[config.mk]
export PLATFORM = sky130hd
export DESIGN_NAME = audio_level_accumulator
export DESIGN_NICKNAME = d
export VERILOG_FILES = /design/src/rtl/audio_level_accumulator.sv
export SDC_FILE = /design/constraint.sdc
export NUM_CORES = 1
export LEC_CHECK = 0
export CAP_MARGIN = 10
export CORE_ASPECT_RATIO = 2
export CORE_MARGIN = 3
export CORE_UTILIZATION = 24
export CTS_BUF_LIST = sky130_fd_sc_hd__clkbuf_2 sky130_fd_sc_hd__clkbuf_4 sky130_fd_sc_hd__clkbuf_8
export DETAILED_ROUTE_END_ITERATION = 8
export PLACE_DENSITY = 0.41
export SETUP_SLACK_MARGIN = 0.1
export SYNTH_ARGS = -nofsm -noshare
export SYNTH_HDL_FRONTEND = slang
export SYNTH_SLANG_ARGS = --single-unit
[constraint.sdc]
create_clock -name clk -period 4.35 [get_ports clk]
set_input_delay 0.435 -clock clk [delete_from_list [all_inputs] [get_ports clk]]
set_output_delay 0.435 -clock clk [all_outputs]
set_load 0.02 [all_outputs]
[src/rtl/audio_level_accumulator.sv]
// Windowed mean/peak absolute level of a signed sample stream.
// Two-stage pipeline: |sample| register, then accumulate/peak with a window close strobe.
module audio_level_accumulator #(
  parameter int SAMPLE_WIDTH = 8,
  parameter int LOG2_WINDOW  = 8
) (
  input  logic                    clk,
  input  logic                    reset_n,
  input  logic                    enable,
  input  logic                    sample_valid,
  input  logic [SAMPLE_WIDTH-1:0] sample_data,
  output logic [SAMPLE_WIDTH-1:0] level_data,
  output logic [SAMPLE_WIDTH-1:0] peak_data,
  output logic                    level_ready,
  output logic [LOG2_WINDOW-1:0]  window_count
);
  localparam int ACC_W = SAMPLE_WIDTH + LOG2_WINDOW;

  typedef enum logic {IDLE, RUN} state_t;
  state_t state, state_nxt;

  logic                    s1_load, acc_en;
  logic                    s1_vld;
  logic [SAMPLE_WIDTH-1:0] s1_abs, abs_val;
  logic [ACC_W-1:0]        acc, sum_next;
  logic [SAMPLE_WIDTH-1:0] peak, peak_next;
  logic                    win_last;

  always_ff @(posedge clk) begin
    if (!reset_n) state <= IDLE;
    else          state <= state_nxt;
  end

  always_comb begin
    state_nxt = enable ? RUN : IDLE;
  end

  always_comb begin
    s1_load = 1'b0;
    acc_en  = 1'b0;
    case (state)
      IDLE: s1_load = enable & sample_valid;
      RUN: begin
        s1_load = enable & sample_valid;
        acc_en  = enable & s1_vld;
      end
      default: ;
    endcase
  end

  // Two's-complement negate in the same width maps the most negative code onto its magnitude.
  assign abs_val = sample_data[SAMPLE_WIDTH-1] ? (~sample_data + 1'b1) : sample_data;

  always_ff @(posedge clk) begin
    if (!reset_n) begin
      s1_vld <= 1'b0;
      s1_abs <= '0;
    end else begin
      s1_vld <= s1_load;
      s1_abs <= abs_val;
    end
  end

  assign sum_next  = acc + ACC_W'(s1_abs);
  assign peak_next = (s1_abs > peak) ? s1_abs : peak;
  assign win_last  = (window_count == {LOG2_WINDOW{1'b1}});

  always_ff @(posedge clk) begin
    level_ready <= 1'b0;
    if (!reset_n) begin
      acc          <= '0;
      peak         <= '0;
      window_count <= '0;
      level_data   <= '0;
      peak_data    <= '0;
    end else if (!enable) begin
      // Partial window is dropped; published values stay put.
      acc          <= '0;
      peak         <= '0;
      window_count <= '0;
    end else if (acc_en) begin
      window_count <= window_count + 1'b1;
      if (win_last) begin
        level_data  <= SAMPLE_WIDTH'(sum_next >> LOG2_WINDOW);
        peak_data   <= peak_next;
        level_ready <= 1'b1;
        acc         <= '0;
        peak        <= '0;
      end else begin
        acc  <= sum_next;
        peak <= peak_next;
      end
    end
  end
endmodule

==> summary.txt, run 1 <==
Run status
  • Status: complete, no violations

GRT
  • GRT Residual Overflow: 0
  • Initial antenna violation count: 0
  • First-pass GRT wire length: 13,600 um
  • Total track usage: between 10% and 20%
  • Largest net degree at the start of global routing: 34
  • Vias in the first global route: between 2,000 and 3,000

Floorplan
  • Initial Util: about a quarter
  • Die W: ~85 um
  • Core footprint: 12,200 um2
  • Ports: 37
  • Die area: roughly 14,000 um2
  • FP Rows: between 50 and 60
  • Die span in y: around 160 um

Detailed routing
  • Initial drt markers: roughly 110
  • WL met1: just over 3000 um
  • Routed Antenna Nets: 0
  • DRT Pass-1 Iters: 5
  • Met2 wire length: 4850 um
  • Met3 routed WL: about 220 um
  • Vias per cell: ~5
  • Routed vias: 2,587
  • DRT Wirelength: about 8400 um
  • Residual DRC: 0
  • Routed wire per std cell: 16.2 um
  • Top layer in use: met4

Clocking
  • Post-cts resize count: 0
  • Max clock buf depth: 2
  • Worst-path clk slew: 60 ps
  • CTS sink cnt: between 50 and 60
  • Num CTS Buffers: 9
  • Clock root buffer master: clkbuf_8
  • Post-CTS setup buffers: 0
  • CTS hold repair buffers: 0
  • H-tree levels: 3
  • CTS tree: yes
  • Clock latency at the later pin of the worst-skew pair: ~340 ps

Critical path
  • Worst EP arrival: approximately 2800 ps
  • Worst Setup EP: level_data[6]$_SDFFE_PN0P_
  • Reg2reg start: s1_abs[0]$_SDFF_PN0_
  • R2r worst-path depth: 7
  • Crit. Startpoint: s1_abs[0]$_SDFF_PN0_
  • Worst-path fanout max: 7
  • CP endpoint kind: flop
  • R2R setup slack: between 1500 and 2000 ps
  • Worst r2r dst: level_data[6]$_SDFFE_PN0P_
  • Crit path launch type: flop
  • Critical path class: reg2reg
  • Critical Path RT: around 4500 ps

Logic synthesis
  • Synth top cells by count: dfxtp_1, a21oi_1, o21ai_0, ha_1, nand2_1
  • Share of the synthesized area in the top cell type: roughly two fifths
  • Syn. warnings: 0
  • Cell Area, Synth: about 3000 um2
  • Number of library cell types mapped by synthesis: between 50 and 60
  • EDFF count, synth: 0
  • Sequential fraction of the synthesis area: between 30% and 40%
  • Syn Area/Cell: between 9 and 10 um2
  • Asr flop ratio synth: 0%
  • Top-count cell post-synth: dfxtp_1
  • Post-Syn Instances: about 330
  • Main synth FF type: dfxtp_1
  • Mapped Nets: roughly 360
  • Synth top area cells: dfxtp_1, ha_1, a21oi_1
  • #FFs+latches synth: 59
  • Biggest area consumer among synthesized cells: dfxtp_1

Cells and area
  • Layout cells sized above 1: 8.15%
  • Antenna cells: 0
  • Final core utilization: 30.1%
  • Finished Cell Area: 3670 um2
  • Nets: 394
  • Area grow syn2layout: 22.7%
  • Layout filler cell count: about 1,300

Worst hold path
  • Hold WC Path Type: reg2reg

STA
  • Minimum clock period after layout: between 2000 and 3000 ps
  • Post-Route Setup TNS: 0 ps
  • Setup violations, final: 0
  • Max-slew violations: 0
  • Fmax: ~380 MHz
  • RSZ-0062 raised after global routing: false
  • Max-slew headroom: between 10% and 20%
  • Slew @ Worst Pin: 1210 ps
  • Final Hold Fails: 0
  • Clock skew: 6.48 ps
  • Period utilization: 59.9%
  • Hold slack: between 400 and 500 ps

Power
  • Pwr/cell area: between 300 and 400 nW/um2
  • Tot Pwr: about 1.1 mW
  • VDD IR max: 129 uV
  • LEAKAGE: approximately 1.3 nW

Job
  • Max cap viols: 0

Place
  • Final GP Congestion: between 0.7 and 0.8
  • HPWL Detailed: 6340 um
  • Post-DP Area: between 3000 and 4000 um2
  • IO Port Bufs: 36
==> critical path, stage by stage, from the launching register on <==
cell      delay, ps
dfxtp_1         350
ha_1            240
fa_1            430
a211oi_1        570
o211ai_2        290
nand3_1         190
xor2_1          240
a21oi_1         100
==> power by group <==
part | leakage (nW) | switching, mW | total [mW] | internal [mW]
registers | 0.478 | 0.00971 | 0.557 | 0.547
logic | 0.765 | 0.0744 | 0.116 | 0.0416
clock network | 0.0948 | 0.207 | 0.437 | 0.229
total | 1.34 | 0.291 | 1.11 | 0.818
==> kinds of logic (layout without fill, tap and decap cells) <==
family | after synthesis | after routing | synth area share (%)
flip-flops | 59 | 59 | 39.5
multiplexers | 3 | 3 | 1.01
AND/OR/NAND/NOR | 83 | 83 | 15.0
AO/OA/AOI/OAI | 112 | 112 | 25.9
adder cells (fa/ha/maj) | 19 | 19 | 8.21
XOR/XNOR | 23 | 23 | 6.74
buffers and inverters | 26 | 69 | 3.64
==> worst min path at each step <==
stage	start	slack (ps)	to	depth (start not counted)
2_1_floorplan	acc[7]$_SDFFE_PN0P_	450	acc[7]$_SDFFE_PN0P_	1
3_3_place_gp	acc[15]$_SDFFE_PN0P_	470	acc[15]$_SDFFE_PN0P_	1
3_5_place_dp	acc[15]$_SDFFE_PN0P_	470	acc[15]$_SDFFE_PN0P_	1
4_1_cts	acc[15]$_SDFFE_PN0P_	490	acc[15]$_SDFFE_PN0P_	1
5_1_grt	peak[4]$_SDFFE_PN0P_	520	peak[4]$_SDFFE_PN0P_	1
6_report	acc[15]$_SDFFE_PN0P_	490	acc[15]$_SDFFE_PN0P_	1
==> layout make-up <==
type                       instances  area (um2)  share of cell area [%]
clock buffer                      13         154                    4.20
clock inverter                     3        15.0                   0.409
inverter                          14        52.6                    1.43
multi-input combinational        240        1700                    46.3
sequential                        59        1180                    32.2
tap                              147         184                    5.02
timing repair buffer              39         383                    10.4
==> sequential cells by signal, indices dropped and copies added, names as in the netlist <==
register      count
state             1
acc              16
s1_vld            1
peak_data         8
level_data        8
window_count      8
level_ready       1
s1_abs            8
peak              8
==> layer usage <==
metal  global-route usage [%]  vias up
met2                     24.6       48
met3                     2.16       14
met5                        0        -
li1                         -     1300
met1                     12.4     1225
met4                     7.06        0
==> through the flow <==
step	cells	setup WS, ps
detailed placement	499	1540
finish	515	1750
global route	515	1530
CTS	515	1680
floorplan	325	2390
global placement	499	1560
==> cells in the final DEF (no fill, tap or decap), types with 2 or more instances in the layout <==
master,count
a32o_1,11
a21oi_1,27
ha_1,18
xor2_1,11
nor3_1,2
nand4_1,6
a211oi_1,2
a31oi_1,11
dfxtp_1,59
and3_1,7
a21o_1,4
o221ai_1,7
nand2_1,16
clkbuf_4,4
and4_1,2
or3_1,4
xnor2_1,12
nand3_1,13
clkbuf_8,9
o21ai_0,23
nand2b_1,6
and2_1,7
clkinv_2,3
nor2_1,12
o211ai_1,4
clkdlybuf4s50_1,36
mux2i_1,3
a22oi_1,5
o22ai_1,2
buf_4,3
nor2b_1,2
inv_1,14
o21ai_2,2
(Power assumes the default switching activity.)
==> run 2, diff against run 1 <==
PLACE_DENSITY = 0.42   (was 0.41)
clock period = 2.2 ns   (was 4.35 ns; I/O delays follow)
==> run 2 against run 1 <==
Against the previous run:
- setup slack worse by 1600 ps
- fmax up 30%
- clock power rose to 2.5 times the previous value
- sequential cell count unchanged
- first-iteration DRC count up 65%
- critical path type unchanged
- largest power group is now clock
==> summary.txt, run 2 (synthesis gave the netlist of run 1 again) <==
Cells and area
  • Top reg by flops: acc (unchanged)
  • Most frequent cells in the layout: dfxtp_1, clkdlybuf4s50_1, a21oi_1, o21ai_0 (was dfxtp_1, clkdlybuf4s50_1, a21oi_1, o21ai_0, ha_1)
  • Antenna cells: 0 (unchanged)
  • Area grow syn2layout: 30.4% (was 22.7%)
  • Nets: 410 (was 394)
  • Finished Cell Area: 3890 um2 (was 3670 um2)
  • Finished Layout Cells: 531 (was 515)
  • Commonest non-fill, non-tap cell in the layout: dfxtp_1 (unchanged)
  • Layout filler cell count: 1,280 (was 1,279)
  • Number of flip-flops under the largest register name: 16 (unchanged)
  • Layout cells sized above 1: 13.8% (was 8.15%)

Power
  • Tot Pwr: 2.49 mW (was 1.11 mW)
  • P_int: 1.85 mW (was 818 uW)
  • Switching share of total power: 25.6% (was 26.2%)
  • LEAKAGE: 1.43 nW (was 1.34 nW)
  • Sw power: 636 uW (was 291 uW)
  • Clk pwr share: 44.6% (was 39.3%)
  • Combinational Power Share: 11.3% (was 10.5%)
  • Flop pwr share: 44.1% (was 50.2%)
  • Pwr/cell area: 639 nW/um2 (was 303 nW/um2)
  • VDD IR max: 384 uV (was 129 uV)

STA
  • Max-slew headroom: 63.6% (was 19.1%)
  • Period utilization: 91.4% (was 59.9%)
  • Max-slew violations: 0 (unchanged)
  • Slew @ Worst Pin: 540 ps (was 1210 ps)
  • RSZ-0062 raised after global routing: true (was false)
  • Final WS setup: 190 ps (was 1750 ps)
  • Fmax: 498 MHz (was 384 MHz)
  • Clock skew: 8.38 ps (was 6.48 ps)
  • Final Hold Fails: 0 (unchanged)
  • Minimum clock period after layout: 2010 ps (was 2600 ps)
  • Setup violations, final: 0 (unchanged)

Place
  • HPWL Detailed: 6440 um (was 6340 um)
  • Post-DP Area: 3620 um2 (was 3500 um2)
  • Placed Cells: 514 (was 499)
  • DP Worst Slack: -5.83 ps (was 1540 ps)
  • IO Port Bufs: 36 (unchanged)
  • Final GP Congestion: 0.772 (was 0.789)

Critical path
  • CP endpoint kind: flop (unchanged)
  • R2R setup slack: 190 ps (was 1750 ps)
  • Worst EP arrival: 2250 ps (was 2770 ps)
  • WP buf/inv: 1 (was 0)
  • Critical Path RT: 2440 ps (was 4510 ps)
  • R2r worst-path depth: 8 (was 7)
  • Slowest cell on the critical path: fa_2 (was a211oi_1)
  • Levels on crit path: 8 (was 7)
  • Crit. Startpoint: s1_abs[0]$_SDFF_PN0_ (unchanged)
  • Worst r2r dst: acc[6]$_SDFFE_PN0P_ (was level_data[6]$_SDFFE_PN0P_)
  • CP cell instances: ha_1 > fa_2 > a211oi_2 > buf_4 > o21bai_1 > a21oi_1 > xnor2_1 > a22o_1 (was ha_1 > fa_1 > a211oi_1 > o211ai_2 > nand3_1 > xor2_1 > a21oi_1)
  • Delay-heaviest family, CP: compound AO/OA/AOI/OAI gates (unchanged)
  • Worst-path fanout max: 3 (was 7)
  • Crit-path max cell delay: 380 ps (was 570 ps)
  • Crit path launch type: flop (unchanged)
  • Critical path class: reg2reg (unchanged)
  • Worst Setup EP: acc[6]$_SDFFE_PN0P_ (was level_data[6]$_SDFFE_PN0P_)
  • Reg2reg start: s1_abs[0]$_SDFF_PN0_ (unchanged)

GRT
  • Vias in the first global route: 2,728 (was 2,711)
  • Largest net degree at the start of global routing: 34 (unchanged)
  • GRT Residual Overflow: 0 (unchanged)
  • Total track usage: 13.2% (was 12.7%)
  • Initial antenna violation count: 0 (unchanged)
  • First-pass GRT wire length: 14,100 um (was 13,600 um)

Floorplan
  • Die span in y: 164 um (unchanged)
  • FP Rows: 57 (unchanged)
  • Die W: 84.9 um (unchanged)
  • Core footprint: 12,200 um2 (unchanged)
  • Initial Util: 24.5% (unchanged)
  • Ports: 37 (unchanged)
  • Die area: 13,900 um2 (unchanged)

Clocking
  • Num CTS Buffers: 9 (unchanged)
  • CTS tree: yes (unchanged)
  • Clock latency at the later pin of the worst-skew pair: 340 ps (about the same)
  • CTS sink cnt: 59 (unchanged)
  • Worst-path clk slew: 70 ps (was 60 ps)
  • CTS hold repair buffers: 0 (unchanged)
  • H-tree levels: 3 (unchanged)
  • Max clock buf depth: 2 (unchanged)
  • Clock root buffer master: clkbuf_8 (unchanged)

Detailed routing
  • DRT Wirelength: 8760 um (was 8360 um)
  • DRT Pass-1 Iters: 4 (was 5)
  • Routed Antenna Nets: 0 (unchanged)
  • Routed wire per std cell: 16.5 um (was 16.2 um)
  • Vias per cell: 4.99 (was 5.02)
  • Residual DRC: 0 (unchanged)
  • Initial drt markers: 180 (was 109)
  • Routed vias: 2,651 (was 2,587)

Job
  • Max cap viols: 0 (unchanged)

Worst hold path
  • Hold path depth: 1 (unchanged)
  • Min-delay src: acc[7]$_SDFFE_PN0P_ (was acc[15]$_SDFFE_PN0P_)
  • Hold WC Path Type: reg2reg (unchanged)

Run status
  • Status: complete, no violations (unchanged)
## run 2: cell types whose count changed in the layout (fill, tap and decap cells not counted), sizes merged
cell      before  now
clkinvlp       0    1
buf            3   19
clkbuf        13   11
bufinv         0    2
clkinv         3    2
## run 2: routing by layer
metal  vias to the layer above  routed length, um  track usage, %  part of all wire [%]
li1                       1323                  -               -                     -
met1                      1268               3250            13.1                    37
met2                        44               5060            25.9                    58
met3                        16                265            3.06                   3.0
met4                         0                190            4.97                   2.2
met5                         -                  0               0                     0
## run 2: per-stage QoR
step                setup TNS (ps)  hold WS (ps)  utilization, %
global route                     0           498            31.9
floorplan                        0           342               -
global placement                 0           455            29.7
CTS                              0           480            31.5
finish                           0           482            31.9
detailed placement           -5.83           465            29.7
## run 2: repair_timing
action / CTS / global route
setup endpoints to repair: 8 / 22
pin swaps: 0 / 3
setup buffers: 0 / 1
resized for setup: 2 / 8
## run 2: power by group through the flow
stage / registers, mW / logic [mW] / clock network [mW]
after CTS: 1.10 / 0.276 / 1.15
after detailed placement: 1.12 / 0.274 / 0
after global routing: 1.10 / 0.308 / 1.20
after global placement: 1.12 / 0.272 / 0
final: 1.10 / 0.282 / 1.11
after floorplan: 1.12 / 0.154 / 0
## run 2: area by class of cell
cell class	instances	area, um2	area share (%)
Clock buffer	11	139	3.57
Clock inverter	5	77.6	1.99
Inverter	14	52.6	1.35
Multi-Input combinational cell	240	1740	44.8
Sequential cell	59	1180	30.4
Tap cell	147	184	4.72
Timing Repair Buffer	55	515	13.2
## run 2: worst min path at each step
stage,endpoint,slack (ps)
3_5_place_dp,acc[7]$_SDFFE_PN0P_,460
5_1_grt,acc[7]$_SDFFE_PN0P_,500
4_1_cts,acc[7]$_SDFFE_PN0P_,480
3_3_place_gp,acc[7]$_SDFFE_PN0P_,460
2_1_floorplan,s1_abs[0]$_SDFF_PN0_,340
6_report,acc[7]$_SDFFE_PN0P_,480
